<file path="src/rtl/pipe_pkg.sv">
// pipe_pkg: shared encodings for the five-stage MIPS pipeline front end.
//   - jump codes produced by decode (JMP_*)
//   - branch-operation codes produced by decode (BOP_*)
//   - fetch sequencer state type
//   - branch target helper (word offset, sign-extended, 32-bit wrap)
package pipe_pkg;

  localparam logic [1:0] JMP_NONE = 2'b00;  // branch or no control transfer
  localparam logic [1:0] JMP_J    = 2'b01;  // j / jal
  localparam logic [1:0] JMP_JR   = 2'b10;  // jr
  localparam logic [1:0] JMP_SEQ  = 2'b11;  // ordinary non-control instruction

  localparam logic [1:0] BOP_NONE = 2'b00;
  localparam logic [1:0] BOP_BNE  = 2'b10;
  localparam logic [1:0] BOP_BEQ  = 2'b11;

  typedef enum logic [1:0] {
    S_IDLE  = 2'b00,
    S_FETCH = 2'b01,
    S_DRAIN = 2'b10
  } fetch_state_t;

  // Branch target: PC+4 plus the word offset scaled to bytes; wraps modulo 2^32.
  function automatic logic [31:0] branch_target(input logic [31:0] pc4,
                                                input logic [15:0] imm);
    return pc4 + {{14{imm[15]}}, imm, 2'b00};
  endfunction

endpackage

</file>
<file path="src/rtl/f_pc_control_if.sv">
// f_pc_control_if: instruction-memory request/acknowledge bus.
//   o_imem_req   fetch request (fetch -> memory)
//   o_imem_addr  fetch address (fetch -> memory)
//   i_imem_ack   request complete, read data valid (memory -> fetch)
//   i_imem_rdata instruction word (memory -> fetch)
// Signal names are written from the fetch unit's point of view.
interface f_pc_control_if;

  logic        o_imem_req;
  logic [31:0] o_imem_addr;
  logic        i_imem_ack;
  logic [31:0] i_imem_rdata;

  modport master (
    output o_imem_req,
    output o_imem_addr,
    input  i_imem_ack,
    input  i_imem_rdata
  );

  modport slave (
    input  o_imem_req,
    input  o_imem_addr,
    output i_imem_ack,
    output i_imem_rdata
  );

endinterface

</file>
<file path="src/rtl/pc_target_calc.sv">
// pc_target_calc: combinational redirect decision and target for the
// instruction currently in decode.
//   i_jump/i_bop  decode control codes
//   i_eq          rs == rt
//   i_pc4         PC+4 of the decode instruction
//   i_imm/i_jidx  branch offset (words) / jump index
//   i_rs          jr target
//   o_taken       control transfer is taken (before dvalid/stall qualification)
//   o_target      redirect address
module pc_target_calc
  import pipe_pkg::*;
(
  input  logic [1:0]  i_jump,
  input  logic [1:0]  i_bop,
  input  logic        i_eq,
  input  logic [31:0] i_pc4,
  input  logic [15:0] i_imm,
  input  logic [25:0] i_jidx,
  input  logic [31:0] i_rs,
  output logic        o_taken,
  output logic [31:0] o_target
);

  // Taken decision and target selection by jump class.
  always_comb begin
    o_taken  = 1'b0;
    o_target = i_pc4;
    case (i_jump)
      JMP_J: begin
        o_taken  = 1'b1;
        o_target = {i_pc4[31:28], i_jidx, 2'b00};
      end
      JMP_JR: begin
        o_taken  = 1'b1;
        o_target = i_rs;
      end
      JMP_NONE: begin
        o_target = branch_target(i_pc4, i_imm);
        case (i_bop)
          BOP_BEQ:  o_taken = i_eq;
          BOP_BNE:  o_taken = ~i_eq;
          BOP_NONE: o_taken = 1'b0;
          default:  o_taken = 1'b0;
        endcase
      end
      JMP_SEQ: o_taken = 1'b0;
      default: o_taken = 1'b0;
    endcase
  end

endmodule

</file>
<file path="src/rtl/f_pc_control.sv">
// f_pc_control: fetch-stage PC sequencer. Issues instruction fetches over
// the imem bus, owns the IF/ID register plus a one-entry skid buffer, and
// resolves jumps/branches from decode with no delay slot.
//   i_clk, i_rst_n      clock, async active-low reset
//   i_con_*             decode control/operands (jump, bop, dvalid, stall,
//                       eq, pc4, imm, jidx, rs)
//   imem                instruction memory bus (master side)
//   o_if_valid/instru/pc4  IF/ID register contents
//   o_con_flush         one-cycle pulse after a redirect
module f_pc_control
  import pipe_pkg::*;
#(
  parameter logic [31:0] RESET_PC = 32'h0000_0000
) (
  input  logic           i_clk,
  input  logic           i_rst_n,
  input  logic [1:0]     i_con_jump,
  input  logic [1:0]     i_con_bop,
  input  logic           i_con_dvalid,
  input  logic           i_con_stall,
  input  logic           i_con_eq,
  input  logic [31:0]    i_con_pc4,
  input  logic [15:0]    i_con_imm,
  input  logic [25:0]    i_con_jidx,
  input  logic [31:0]    i_con_rs,
  f_pc_control_if.master imem,
  output logic           o_if_valid,
  output logic [31:0]    o_if_instru,
  output logic [31:0]    o_if_pc4,
  output logic           o_con_flush
);

  fetch_state_t state_q, state_d;
  logic [31:0]  pc_q, pc_d;
  logic [31:0]  drain_addr_q, drain_addr_d;
  logic         skid_valid_q, skid_valid_d;
  logic [31:0]  skid_instr_q, skid_instr_d;
  logic [31:0]  skid_pc4_q, skid_pc4_d;
  logic         if_valid_q, if_valid_d;
  logic [31:0]  if_instr_q, if_instr_d;
  logic [31:0]  if_pc4_q, if_pc4_d;
  logic         flush_q, flush_d;

  logic         taken;
  logic [31:0]  target;
  logic         redirect;
  logic         req;
  logic         ack_fetch;

  pc_target_calc u_target (
    .i_jump   (i_con_jump),
    .i_bop    (i_con_bop),
    .i_eq     (i_con_eq),
    .i_pc4    (i_con_pc4),
    .i_imm    (i_con_imm),
    .i_jidx   (i_con_jidx),
    .i_rs     (i_con_rs),
    .o_taken  (taken),
    .o_target (target)
  );

  // Request is a function of registered state only; a full skid throttles fetch.
  assign req = ((state_q == S_FETCH) && !skid_valid_q) || (state_q == S_DRAIN);
  assign imem.o_imem_req  = req;
  // While draining, the bus keeps the abandoned address; pc_q already holds the target.
  assign imem.o_imem_addr = (state_q == S_DRAIN) ? drain_addr_q : pc_q;

  // A stalled decode cannot redirect; it will re-present the instruction.
  assign redirect  = i_con_dvalid & ~i_con_stall & taken;
  assign ack_fetch = (state_q == S_FETCH) & req & imem.i_imem_ack;

  // Next-state logic for the sequencer, PC, skid buffer and IF/ID register.
  always_comb begin
    state_d      = state_q;
    pc_d         = pc_q;
    drain_addr_d = drain_addr_q;
    skid_valid_d = skid_valid_q;
    skid_instr_d = skid_instr_q;
    skid_pc4_d   = skid_pc4_q;
    if_valid_d   = if_valid_q;
    if_instr_d   = if_instr_q;
    if_pc4_d     = if_pc4_q;
    flush_d      = redirect;

    // IF/ID and skid: a redirect wipes both and drops any returning data.
    if (redirect) begin
      if_valid_d   = 1'b0;
      skid_valid_d = 1'b0;
    end else if (if_valid_q && !i_con_stall) begin
      if (skid_valid_q) begin
        if_instr_d   = skid_instr_q;
        if_pc4_d     = skid_pc4_q;
        skid_valid_d = 1'b0;
      end else if (ack_fetch) begin
        if_instr_d = imem.i_imem_rdata;
        if_pc4_d   = pc_q + 32'd4;
      end else begin
        if_valid_d = 1'b0;
      end
    end else if (if_valid_q) begin
      if (ack_fetch) begin
        skid_valid_d = 1'b1;
        skid_instr_d = imem.i_imem_rdata;
        skid_pc4_d   = pc_q + 32'd4;
      end else begin
        skid_valid_d = skid_valid_q;
      end
    end else begin
      if (ack_fetch) begin
        if_valid_d = 1'b1;
        if_instr_d = imem.i_imem_rdata;
        if_pc4_d   = pc_q + 32'd4;
      end else begin
        if_valid_d = 1'b0;
      end
    end

    case (state_q)
      S_IDLE: begin
        state_d = S_FETCH;
        if (redirect) begin
          pc_d = target;
        end else begin
          pc_d = pc_q;
        end
      end
      S_FETCH: begin
        if (redirect) begin
          pc_d = target;
          // An un-acked request must be carried to completion before refetching.
          if (req && !imem.i_imem_ack) begin
            state_d      = S_DRAIN;
            drain_addr_d = pc_q;
          end else begin
            state_d = S_FETCH;
          end
        end else if (ack_fetch) begin
          pc_d = pc_q + 32'd4;
        end else begin
          pc_d = pc_q;
        end
      end
      S_DRAIN: begin
        if (redirect) begin
          pc_d = target;
        end else begin
          pc_d = pc_q;
        end
        if (imem.i_imem_ack) begin
          state_d = S_FETCH;
        end else begin
          state_d = S_DRAIN;
        end
      end
      default: begin
        state_d = S_IDLE;
      end
    endcase
  end

  // State register with asynchronous reset.
  always_ff @(posedge i_clk or negedge i_rst_n) begin
    if (!i_rst_n) begin
      state_q      <= S_IDLE;
      pc_q         <= RESET_PC;
      drain_addr_q <= RESET_PC;
      skid_valid_q <= 1'b0;
      skid_instr_q <= 32'd0;
      skid_pc4_q   <= 32'd0;
      if_valid_q   <= 1'b0;
      if_instr_q   <= 32'd0;
      if_pc4_q     <= 32'd0;
      flush_q      <= 1'b0;
    end else begin
      state_q      <= state_d;
      pc_q         <= pc_d;
      drain_addr_q <= drain_addr_d;
      skid_valid_q <= skid_valid_d;
      skid_instr_q <= skid_instr_d;
      skid_pc4_q   <= skid_pc4_d;
      if_valid_q   <= if_valid_d;
      if_instr_q   <= if_instr_d;
      if_pc4_q     <= if_pc4_d;
      flush_q      <= flush_d;
    end
  end

  assign o_if_valid  = if_valid_q;
  assign o_if_instru = if_instr_q;
  assign o_if_pc4    = if_pc4_q;
  assign o_con_flush = flush_q;

endmodule

</file>
<file path="src/flat_wrapper.sv">
// flat-port wrapper written by rule: the top's interface ports become plain ports
module f_pc_control_flat import pipe_pkg::*;
#(
  parameter logic [31:0] RESET_PC = 32'h0000_0000
)
  (i_clk, i_rst_n, i_con_jump, i_con_bop, i_con_dvalid, i_con_stall, i_con_eq, i_con_pc4, i_con_imm, i_con_jidx, i_con_rs, o_if_valid, o_if_instru, o_if_pc4, o_con_flush, imem_o_imem_req, imem_o_imem_addr, imem_i_imem_ack, imem_i_imem_rdata);
  f_pc_control_if imem_i ();
  input  logic i_clk;
  input  logic i_rst_n;
  input  logic [1:0] i_con_jump;
  input  logic [1:0] i_con_bop;
  input  logic i_con_dvalid;
  input  logic i_con_stall;
  input  logic i_con_eq;
  input  logic [31:0] i_con_pc4;
  input  logic [15:0] i_con_imm;
  input  logic [25:0] i_con_jidx;
  input  logic [31:0] i_con_rs;
  output logic o_if_valid;
  output logic [31:0] o_if_instru;
  output logic [31:0] o_if_pc4;
  output logic o_con_flush;
  output wire logic [$bits(imem_i.o_imem_req)-1:0] imem_o_imem_req;
  output wire logic [$bits(imem_i.o_imem_addr)-1:0] imem_o_imem_addr;
  input wire logic [$bits(imem_i.i_imem_ack)-1:0] imem_i_imem_ack;
  input wire logic [$bits(imem_i.i_imem_rdata)-1:0] imem_i_imem_rdata;
  assign imem_o_imem_req = imem_i.o_imem_req;
  assign imem_o_imem_addr = imem_i.o_imem_addr;
  assign imem_i.i_imem_ack = imem_i_imem_ack;
  assign imem_i.i_imem_rdata = imem_i_imem_rdata;
  f_pc_control #(.RESET_PC(RESET_PC)) u_core (.i_clk(i_clk), .i_rst_n(i_rst_n), .i_con_jump(i_con_jump), .i_con_bop(i_con_bop), .i_con_dvalid(i_con_dvalid), .i_con_stall(i_con_stall), .i_con_eq(i_con_eq), .i_con_pc4(i_con_pc4), .i_con_imm(i_con_imm), .i_con_jidx(i_con_jidx), .i_con_rs(i_con_rs), .imem(imem_i), .o_if_valid(o_if_valid), .o_if_instru(o_if_instru), .o_if_pc4(o_if_pc4), .o_con_flush(o_con_flush));
endmodule
</file>
<file path="config.mk">
export PLATFORM = sky130hd
export DESIGN_NAME = f_pc_control_flat
export DESIGN_NICKNAME = d
export VERILOG_FILES = /design/src/rtl/pipe_pkg.sv /design/src/rtl/f_pc_control_if.sv /design/src/rtl/pc_target_calc.sv /design/src/rtl/f_pc_control.sv /design/src/flat_wrapper.sv
export SDC_FILE = /design/constraint.sdc
export NUM_CORES = 1
export LEC_CHECK = 0
export CORE_MARGIN = 2
export CORE_UTILIZATION = 23
export CTS_CLUSTER_SIZE = 12
export DETAILED_ROUTE_END_ITERATION = 10
export PLACE_DENSITY = 0.51
export SETUP_SLACK_MARGIN = 0.2
export SLEW_MARGIN = 10
export SYNTH_ARGS = -nofsm -noshare
export SYNTH_HDL_FRONTEND = slang
export SYNTH_SLANG_ARGS = --single-unit
</file>
<file path="constraint.sdc">
create_clock -name i_clk -period 3.46 [get_ports i_clk]
set_clock_uncertainty 0.05 [all_clocks]
set_input_delay 0.346 -clock i_clk [delete_from_list [all_inputs] [get_ports i_clk]]
set_output_delay 0.346 -clock i_clk [all_outputs]
set_load 0.005 [all_outputs]
</file>
==> key figures, run 1 <==
STA
  • Fin crit share: 88.5%
  • Final hold vios: 0
  • Worst-margin pin slew: 0.630 ns
  • Fmax: 327 MHz
  • Fin. max-slew vios: 0
  • Slew HR: 58.0%
  • Worst hold slack: 0.423 ns
  • Crit path time final: 3.06 ns
  • Final setup violation count: 0
  • RSZ-0062 raised after global routing: false

Pwr
  • Pwr/cell area: 737 mW/mm2
  • Switching Power: 0.00447 W
  • Clk pwr share: 17.5%
  • VDD IR-drop max: 275 uV
  • Internal Pwr Total: 0.00694 W
  • Comb power frac: 45.4%
  • Reg power frac: 37.1%
  • Net Sw Frac: 39.2%
  • Leak pwr: 6.37 nW

Layout
  • Layout Utilization: 31.5%
  • Synth-to-Final Area Change: 34.4%
  • Commonest non-fill, non-tap cells in the layout: clkdlybuf4s50_1 (244), nand2_1 (233), dfrtp_1 (197)
  • Layout fillers: 5,095
  • Ant. Diodes: 0
  • Finished Layout Cells: 2,178
  • Leading cell type in the layout, fill and taps excluded: clkdlybuf4s50_1
  • Proportion of layout cells with a drive suffix above 1: 12.2%
  • Final net count: 1,680

Worst setup path
  • CP Capture Type: flop
  • Critical path class: input port to flop
  • CP cell instances: clkdlybuf4s50_1, ha_1, inv_1, fa_1, nor2b_1, o31a_1, o211ai_2, a211oi_1, buf_4, o2111ai_1, a32oi_1, mux2_1, nor3_1
  • CP max stage cell: clkdlybuf4s50_1
  • Worst setup SP type: input port
  • Max incr delay on CP: 0.48 ns
  • CP Data Required Time: 3.77 ns
  • Crit path arrival time: 3.37 ns
  • Critical-path maximum fanout: 2

Logic synthesis
  • Yosys top cell area share: 42.8%
  • Post-synthesis cell count: 1,273
  • Seq/Total Area, Yosys: 42.8%
  • YS warnings: 0
  • Mean Syn Cell Area: 9.04 um2
  • Post-synth EDFFs: 0
  • Asr flop ratio synth: 100%
  • Yosys cell types: 77
  • #FFs+latches synth: 197
  • Mapped Area: 0.0115 mm2
  • Main flop type after synthesis: dfrtp_1
  • Top cells by area, synth: dfrtp_1 (43%), nand2_1 (7.6%), mux2_2 (6.2%), a21oi_1 (4.6%), nor2_1 (3.9%)
  • Post-synth top area cell: dfrtp_1
  • Post-Syn Nets: 1,452

Detailed routing
  • Vias: 10,309
  • Residual DRC: 0
  • Pre-antenna DRT Iters: 5
  • Antenna-violating nets left: 0
  • Initial DRC Count: 637
  • DR vias/cell: 4.73
  • Final WL: 40,200 um
  • Routed wire per std cell: 18.5 um

Clocking
  • Root Buffer: clkbuf_16
  • TritonCTS clock tree: done
  • Later-pin clock latency in the skew report: 0.44 ns
  • Clock H-tree levels: 4
  • Num CTS Buffers: 17
  • Clock Tree Buf Depth: 2
  • Clk slew on worst S/H paths: 0.08 ns
  • Post-CTS sizing: 0
  • Clock sinks: 197

Placement
  • Dpl cells: 2,145
  • PortBufs: 246
  • DP HPWL: 30,700 um
  • GP Congestion: 0.834

Floorplanning
  • I/O Pins: 247
  • Core area: 0.0492 mm2
  • # rows: 81
  • Die Width: 228 um
  • Die area: 0.0519 mm2
  • Die height: 228 um
  • Initial Utilization: 23.4%

Global route
  • Vias in the first global route: 10,286
  • Initial antenna violation count: 0
  • Largest net degree at the start of global routing: 75
  • Gr ovfl total: 0
  • Total GRT Usage: 15.2%
  • First-pass GRT wire length: 62,100 um

Flow run
  • Maxcap violations: 0

Run status
  • Status: completed

Min path
  • Min-Delay Path Class: flop to flop
-- registers in the layout, indices dropped and copies added, names as in the netlist --
signal and count:
u_core.drain_addr_q 32, u_core.o_if_instru 32, u_core.o_if_pc4 32, u_core.pc_q 32
u_core.skid_instr_q 32, u_core.skid_pc4_q 32, u_core.state_q 2, u_core.o_con_flush 1
u_core.o_if_valid 1, u_core.skid_valid_q 1
-- cell families after synthesis --
| group | after synthesis | share of synthesized area (%) |
|---|---|---|
| xor gates and xnor gates | 52 | 3.96 |
| buffers and inverters | 96 | 3.75 |
| AOI/OAI and AO/OA | 340 | 18.3 |
| DFF | 197 | 42.8 |
| and+or+nand+nor | 463 | 17.4 |
| muxes | 94 | 10.4 |
| adders and majority gates | 31 | 3.43 |
-- worst max-delay path, delay by kind of cell --
family / cells / cell delay [ns]
compound gates: 5 / 1.04
buf+inv: 3 / 0.71
fa+ha+maj: 2 / 0.58
mux: 1 / 0.35
simple gates: 2 / 0.32
-- metrics by stage --
step                worst slack [ns]  area [um2]  TNS [ns]  power [W]
floorplan                      0.866       11500         0    0.00683
global placement             -0.0354       14900   -0.0354    0.00941
detailed placement           -0.0173       14900   -0.0173    0.00952
CTS                            0.448       15500         0     0.0116
global route                   0.240       15500         0     0.0122
finish                         0.399       15500         0     0.0114
-- path summary, 6_finish.rpt --
check / startpoint / end / slack (ns) / depth (start not counted)
hold reg to reg: u_core.skid_instr_q[18]$_DFFE_PN0P_ / u_core.skid_instr_q[18]$_DFFE_PN0P_ / 0.42 / 2
setup / recovery: i_con_pc4[2] / u_core.pc_q[28]$_DFFE_PN0P_ / 0.40 / 13
max in group asynchronous: i_rst_n / u_core.drain_addr_q[4]$_DFFE_PN0P_ / 2.11 / 3
hold / removal: u_core.skid_instr_q[18]$_DFFE_PN0P_ / u_core.skid_instr_q[18]$_DFFE_PN0P_ / 0.42 / 2
min in group asynchronous: i_rst_n / u_core.skid_instr_q[1]$_DFFE_PN0P_ / 0.46 / 2
setup reg to reg: u_core.pc_q[2]$_DFFE_PN0P_ / u_core.o_if_pc4[30]$_DFFE_PN0P_ / 0.75 / 9
-- area by class of cell --
cell class                 count  area, um2  share of cell area (%)
inverter                      14       52.6                   0.340
timing repair buffer         291       2880                    18.6
sequential                   197       4930                    31.9
clock buffer                  17        425                    2.75
tap                          664        831                    5.37
multi-input combinational    980       6200                    40.1
clock inverter                15        156                    1.01
-- timing repair --
action	CTS	global route
hold buffers	1	0
endpoints found under the setup margin	0	0
hold endpoints to repair	72	0
setup buffers	0	0
-- power by group through the flow --
stage | Clock, W | Sequential (W) | Combinational, W
after floorplan | 0 | 0.00401 | 0.00282
after global placement | 0 | 0.00422 | 0.00518
final | 0.00199 | 0.00423 | 0.00518
after CTS | 0.00207 | 0.00423 | 0.00527
after detailed placement | 0 | 0.00428 | 0.00524
after global routing | 0.00216 | 0.00440 | 0.00568
-- cell usage after synthesis, types with 9 or more instances --
master,number
buf_2,27
a21o_1,12
nor2_1,119
and2_1,9
a31oi_1,22
xnor2_1,34
mux4_2,14
a21oi_1,106
clkbuf_1,44
mux2_2,63
nand3_1,30
dfrtp_1,197
and3_1,15
ha_1,30
o21ai_1,9
mux2i_1,16
inv_1,14
nor3_1,15
o21ai_0,84
xor2_1,18
o22ai_1,33
nand2_1,234
-- per-layer routing --
metal	up-vias	global-route usage (%)	part of all wire [%]	wire length, um
li1	4973	-	-	-
met1	5032	22.1	50	19900
met2	287	23.6	45	17900
met3	17	2.66	5.0	2000
met4	0	2.88	0.89	359
met5	-	0	0	0
(Power assumes the default switching activity.)
==> inputs of run 2 (changes only) <==
--- a/config.mk
+++ b/config.mk
@@ -9,6 +9,7 @@
 export CORE_UTILIZATION = 23
 export CTS_CLUSTER_SIZE = 12
 export DETAILED_ROUTE_END_ITERATION = 10
+export GPL_TIMING_DRIVEN = 1
 export PLACE_DENSITY = 0.51
 export SETUP_SLACK_MARGIN = 0.2
 export SLEW_MARGIN = 10
==> results of run 2 <==
The final DEF is identical to that of run 1; final timing and power are the same.
